### config.mk
export PLATFORM = sky130hd
export DESIGN_NAME = pad_bus_ctrl
export DESIGN_NICKNAME = d
export VERILOG_FILES = /design/src/rtl/pad_bus_ctrl.sv
export SDC_FILE = /design/constraint.sdc
export NUM_CORES = 1
export LEC_CHECK = 0
export ABC_AREA = 1
export CAP_MARGIN = 40
export CORE_UTILIZATION = 40
export DETAILED_ROUTE_END_ITERATION = 10
export DONT_BUFFER_PORTS = 1
export GPL_TIMING_DRIVEN = 0
export PLACE_DENSITY = 0.67
export SLEW_MARGIN = 20
export SYNTH_ARGS = -nofsm -noshare
export SYNTH_HDL_FRONTEND = slang
export SYNTH_SLANG_ARGS = --single-unit
### constraint.sdc
create_clock -name clk -period 1.21 [get_ports clk]
set_clock_uncertainty 0.15 [all_clocks]
set_input_delay 0.242 -clock clk [delete_from_list [all_inputs] [get_ports clk]]
set_output_delay 0.242 -clock clk [all_outputs]
set_load 0.005 [all_outputs]
### src/rtl/pad_bus_ctrl.sv
// pad_bus_ctrl: registered stream-to-pad-bus driver with turnaround and release-time capture; PAD_BUS_CONTENTION_CHK_EN adds a sticky drive-mismatch check.
module pad_bus_ctrl #(
  parameter int unsigned WIDTH       = 8,
  parameter int unsigned TURN_CYCLES = 1
) (
  input  logic             clk,
  input  logic             rst,
  input  logic             tx_valid,
  input  logic [WIDTH-1:0] tx_data,
  input  logic             tx_last,
  output logic             tx_ready,
  input  logic             rx_en,
  output logic             rx_valid,
  output logic [WIDTH-1:0] rx_data,
  input  logic [WIDTH-1:0] pad_o,
  output logic [WIDTH-1:0] pad_i,
  output logic [WIDTH-1:0] pad_t,
  output logic             busy,
  output logic             contention_err
);
  typedef enum logic [1:0] {IDLE, DRIVE, LAST, TURN} state_e;
  state_e           state_q, state_d;
  logic [3:0]       cnt_q, cnt_d;
  logic             pad_t_q, pad_t_d;
  logic [WIDTH-1:0] pad_i_q, pad_i_d;
  logic             rx_valid_q, rx_valid_d;
  logic [WIDTH-1:0] rx_data_q, rx_data_d;
  logic             err_q, err_d;
  logic             acc;
  assign tx_ready = state_q == IDLE || state_q == DRIVE;
  assign busy     = state_q != IDLE;
  assign acc      = tx_valid & tx_ready;
  always_comb begin
    state_d = state_q;
    cnt_d   = cnt_q;
    case (state_q)
      IDLE, DRIVE: state_d = acc ? (tx_last ? LAST : DRIVE) : state_q;
      LAST: begin
        state_d = TURN_CYCLES == 0 ? IDLE : TURN;
        cnt_d   = 4'(TURN_CYCLES);
      end
      default: begin
        state_d = cnt_q == 4'd1 ? IDLE : TURN;
        cnt_d   = cnt_q - 4'd1;
      end
    endcase
    // the tristate register follows the state we are about to enter, so the bus is driven exactly in DRIVE/LAST
    pad_t_d    = !(state_d == DRIVE || state_d == LAST);
    pad_i_d    = acc ? tx_data : pad_i_q;
    rx_valid_d = rx_en & pad_t_q;
    rx_data_d  = rx_valid_d ? pad_o : rx_data_q;
`ifdef PAD_BUS_CONTENTION_CHK_EN
    err_d      = err_q | (!pad_t_q && pad_o != pad_i_q);
`else
    err_d      = 1'b0;
`endif
  end
  always_ff @(posedge clk) begin
    if (rst) begin
      state_q    <= IDLE;
      cnt_q      <= '0;
      pad_t_q    <= 1'b1;
      pad_i_q    <= '0;
      rx_valid_q <= 1'b0;
      rx_data_q  <= '0;
      err_q      <= 1'b0;
    end else begin
      state_q    <= state_d;
      cnt_q      <= cnt_d;
      pad_t_q    <= pad_t_d;
      pad_i_q    <= pad_i_d;
      rx_valid_q <= rx_valid_d;
      rx_data_q  <= rx_data_d;
      err_q      <= err_d;
    end
  end
  assign pad_t          = {WIDTH{pad_t_q}};
  assign pad_i          = pad_i_q;
  assign rx_valid       = rx_valid_q;
  assign rx_data        = rx_data_q;
  assign contention_err = err_q;
endmodule

== Word-level counts from Yosys, hierarchy flattened ==
Index checks and enable logic that the tools add are counted.
Storage, ports and cells
  register bits after elaboration: 24
  input bits: 21
  output and inout port bits: 28
  logic and storage cells: 25
Cells by class
  add/subtract/negate cells: 1
  equality and inequality tests: 5
  mux-type cells: 5
  bitwise operators: 2
  reductions and logical operators: 6
Operators by type and width (number)
  $pmux W4 S2: 1
  $mux W2: 3
  $eq A2 B1 Y1 const B: 2
  $eq A2 B2 Y1 const B: 2
  $eq A4 B1 Y1 const B: 1
  $pmux W2 S2: 1
  $sub A4 B1 Y4 const B: 1
  $and A1 B1 Y1: 2
  $logic_not A2 Y1: 1
  $logic_or A1 B1 Y1: 2
  $reduce_bool A2 Y1: 1
  $reduce_or A2 Y1: 1
  $logic_not A1 Y1: 1

== Depth between registers and ports, before layout ==
  word-level depth: 8
  gate-level depth with buffers: 5
  mapped depth without buffers: 5

== Worst setup path before layout ==
OpenSTA, ideal clock, no wires.
  kind: reg2reg
  from: reg pad_t_q
  to: reg rx_data_q[7], in the netlist rx_data[7]
  setup time: 116 ps
  arrival time: 863 ps
  required time: 944 ps
  setup slack: 81 ps
  stages on the path, launching flop included: 4
  buffers on the path: 0
  clock period less this slack: 1129 ps
  cell sequence: dfxtp_1 > nand2_1 > o21ai_0 > nor2_1
On the way
  longest elaborated chain between the ends: 1
RTL lines
  from (decl): line 24  | logic pad_t_q, pad_t_d;
  from (signal assigned): line 70  | pad_t_q <= pad_t_d;
  $and A1 B1 Y1: line 50  | rx_valid_d = rx_en & pad_t_q;
  to (signal assigned): line 73  | rx_data_q <= rx_data_d;
  to (decl): line 27  | logic [WIDTH-1:0] rx_data_q, rx_data_d;
No other way between the ends.
A chain may end at the register's enable or synchronous reset.

== Worst setup path in the final report ==
  from: reg state_q[1]
  to: reg pad_i_q[4], in the netlist pad_i[4]
On the way
  longest elaborated chain between the ends: 3
  elaborated cells between the ends (all ways): 4
  classes of those cells: 1 x eq/ne; 1 x bitwise; 2 x reduce/logical
RTL lines
  from (decl): line 22  | state_e state_q, state_d;
  from (signal assigned): line 68  | state_q <= state_d;
  $eq A2 B1 Y1 or $logic_not A2 Y1 (tied branches): line 30  | assign tx_ready = state_q == IDLE || state_q == DRIVE;
  $logic_or A1 B1 Y1 (*): line 30
  $and A1 B1 Y1 (*): line 32  | assign acc = tx_valid & tx_ready;
  to (signal assigned): line 71  | pad_i_q <= pad_i_d;
  to (decl): line 25  | logic [WIDTH-1:0] pad_i_q, pad_i_d;
Every way passes the cells marked *; elsewhere a longest branch is shown, timed or not.

==> impl_metrics.env <==
export IMPL_critPathBufInv=2
export IMPL_met3WireLength_um=146
export IMPL_synth_edff_count=0
export IMPL_cts_buffers=3
export IMPL_route_vias_total=889
export IMPL_cp_max_fo=8
export IMPL_fillCellCount=200
export IMPL_rsz0062_at_grt="true"
export IMPL_period_minus_slack_ps=1280
export IMPL_cts_root_buf="clkbuf_4"
export IMPL_setup_viol=18
export IMPL_synth_area_leaders="dfxtp_1 (48%), nor2_1 (14%), o21ai_1 (7.5%)"
export IMPL_met1Wirelength_um=887
export IMPL_fmax_ghz=0.781
export IMPL_die_w_um=52.0
export IMPL_grt_max_degree=14
export IMPL_yosysWarningCount=0
export IMPL_synth_distinct_cells=22
export IMPL_drive_gt1_share_pct=27.2
export IMPL_final_period_utilization_pct=106
export IMPL_crit_chain="buf_4 -> nor2_4 -> inv_4 -> nor2_1 -> nor2_1"
export IMPL_start_util_pct=43.9
export IMPL_status="finished, violations left"
export IMPL_route_top_layer_used="met4"
export IMPL_core_area_um2=2280
export IMPL_slowest_stage="dfxtp_2"
export IMPL_drt_pre_antenna_iters=3
export IMPL_ys_seq_elements=24
export IMPL_die_area_um2=2700
export IMPL_violations="negative setup slack"
export IMPL_cp_data_required_time_ps=1270
export IMPL_p_per_area_nw_per_um2=1250
export IMPL_finalMaxSlewViolations=0
export IMPL_combinationalPowerShare_pct=21.5
export IMPL_p_leak_nw=0.599
export IMPL_drv_cap=0
export IMPL_power_internal_w=0.00124
export IMPL_wl_per_cell_um=12.2
export IMPL_drt_iter0_markers=9
export IMPL_syn_nets=152
export IMPL_setup_worst_path_start_class="flip-flop"
export IMPL_grt_pass1_wl_mm=3.49
export IMPL_gp_congestion=0.798
export IMPL_synth_async_sr_flop_share_pct=0
export IMPL_p_switching_w=0.000467
export IMPL_cts_num_sinks=24
export IMPL_hp_class="input pin to flip-flop"
export IMPL_num_nets_final=182
export IMPL_viasPerCell=4.78
export IMPL_grtUsageTotal_pct=18.1
export IMPL_holdWs_ps=7.51
export IMPL_synth_area_leader_cell="dfxtp_1"
export IMPL_synth_common_cells="nor2_1 (38), dfxtp_1 (24), o21ai_1 (15)"
export IMPL_cp_data_arrival_time_ps=1340
export IMPL_clkTransAtPathRegs_ps=130
export IMPL_io_buffers=0
export IMPL_drt_total_wl_mm=2.27
export IMPL_grt_overflow=0
export IMPL_cts_max_level=1
export IMPL_syn_area_um2=1000
export IMPL_ys_seq_area_share_pct=48.1
export IMPL_syn_instance_count=129
export IMPL_drtAntennaViolNets=0
export IMPL_synth_top_area_share_pct=48.1
export IMPL_finalPower_w=0.00170
export IMPL_cts_tree="yes"
export IMPL_clock_path_buffers=2
export IMPL_p_seq_share_pct=54.3
export IMPL_grt_pass1_vias=866
export IMPL_rows=17
export IMPL_clock_power_share_pct=24.2
export IMPL_clk_latency_ps=300
export IMPL_hold_viol=0
export IMPL_hpwl_mm=1.37
export IMPL_ios=49
export IMPL_cp_common_cell="nor2_1"
export IMPL_drc=0
export IMPL_irDropWorstVdd_mv=0.757
export IMPL_switching_share_pct=27.4
export IMPL_r2r_slack_ps=-70
export IMPL_route_met2_wl_mm=1.19
export IMPL_path_class="flip-flop to flip-flop"
export IMPL_worst_slack_ps=-70.0
export IMPL_synth_most_common_cell="nor2_1"
export IMPL_cp_end_kind="flip-flop"
export IMPL_die_h_um=52.0
export IMPL_synth_ff_type="dfxtp_1"
export IMPL_area_growth_pct=35.7
export IMPL_cp_top_family="simple AND/OR/NAND/NOR gates"
export IMPL_antenna_found_initial=0
export IMPL_slowest_delay_ps=340
export IMPL_antenna_cells_inserted=0
export IMPL_synth_area_per_cell_um2=7.75
-- final timing paths --
check / start / endpoint / cells past startpoint
max: state_q[1]$_SDFF_PP0_ / pad_i[4]$_SDFFE_PP0N_ / 5
min: tx_valid / pad_t_q$_SDFF_PP1_ / 3
min reg2reg: rx_data[3]$_SDFFE_PP0P_ / rx_data[3]$_SDFFE_PP0P_ / 2
max reg2reg: state_q[1]$_SDFF_PP0_ / pad_i[4]$_SDFFE_PP0N_ / 5
-- sequential cells by signal (all words and copies together) (netlist names) --
name	cells
pad_t_q	1
pad_i	8
state_q	2
cnt_q	4
rx_valid	1
rx_data	8
-- metrics by stage --
step | setup WS (ps) | cell area (um^2) | TNS (ps) | instances | util [%]
5_1_grt | -151 | 1360 | -1670 | 186 | 59.6
2_1_floorplan | 81.1 | 1000 | 0 | 129 | -
3_3_place_gp | -40.7 | 1030 | -291 | 157 | 45.5
4_1_cts | -87.7 | 1310 | -354 | 183 | 57.3
6_report | -70.0 | 1360 | -525 | 186 | 59.6
3_5_place_dp | -97.0 | 1030 | -718 | 157 | 45.5
-- placed cells by master (no fill, tap or decap), drive strengths merged --
master / n
inv: 9
nand2: 12
nor2: 39
a21oi: 6
nand4: 1
dlygate4sd3: 18
ha: 2
clkinv: 2
nor3b: 1
o21ai: 16
nand3: 2
a31oi: 1
o21a: 1
clkbuf: 4
conb: 1
buf: 18
and3: 1
dfxtp: 24
-- worst min-delay path: stages --
cell and delay (ps):
inv_2 70, a21oi_1 80, nand2_1 50
-- cell type report --
type	instances	area (um^2)	area share, %
Sequential cell	24	488	36.0
Tap cell	28	35.0	2.58
Buffer	11	83.8	6.18
Timing Repair Buffer	25	244	18.0
Clock buffer	4	36.3	2.68
Inverter	11	46.3	3.41
Multi-Input combinational cell	83	423	31.2
-- layer usage --
metal  track usage, %  vias to the layer above
li1                 -                      456
met1             15.9                      395
met2             34.8                       34
met3             7.02                        4
met4             8.56                        0
met5                0                        -
-- power groups by stage --
stage | Sequential, W | Combinational, W | Clock, W
finish | 0.000924 | 0.000366 | 0.000412
global route | 0.000934 | 0.000412 | 0.000466
CTS | 0.000923 | 0.000335 | 0.000432
detailed placement | 0.000940 | 0.000249 | 0
global placement | 0.000938 | 0.000239 | 0
floorplan | 0.000928 | 0.000213 | 0
-- cell families (layout without fill, tap and decap cells) --
| group | after synthesis | after routing | synth area share, % |
|---|---|---|---|
| AOI/OAI and AO/OA | 24 | 24 | 12.4 |
| DFF | 24 | 24 | 48.1 |
| buffers and inverters | 22 | 51 | 12.5 |
| adders and majority gates | 2 | 2 | 2.50 |
| and+or+nand+nor | 56 | 56 | 24.2 |
| other | 1 | 1 | 0.375 |
-- repair_timing --
action | CTS | global route
gates resized for setup | 12 | 10
buffers inserted | 4 | 3
hold endpoints to repair | 23 | 0
pin swaps | 2 | 2
gates cloned | 0 | 0
setup endpoints to repair | 20 | 31
hold buffers | 18 | 0
No activity file was read; power rests on OpenSTA's default activity.
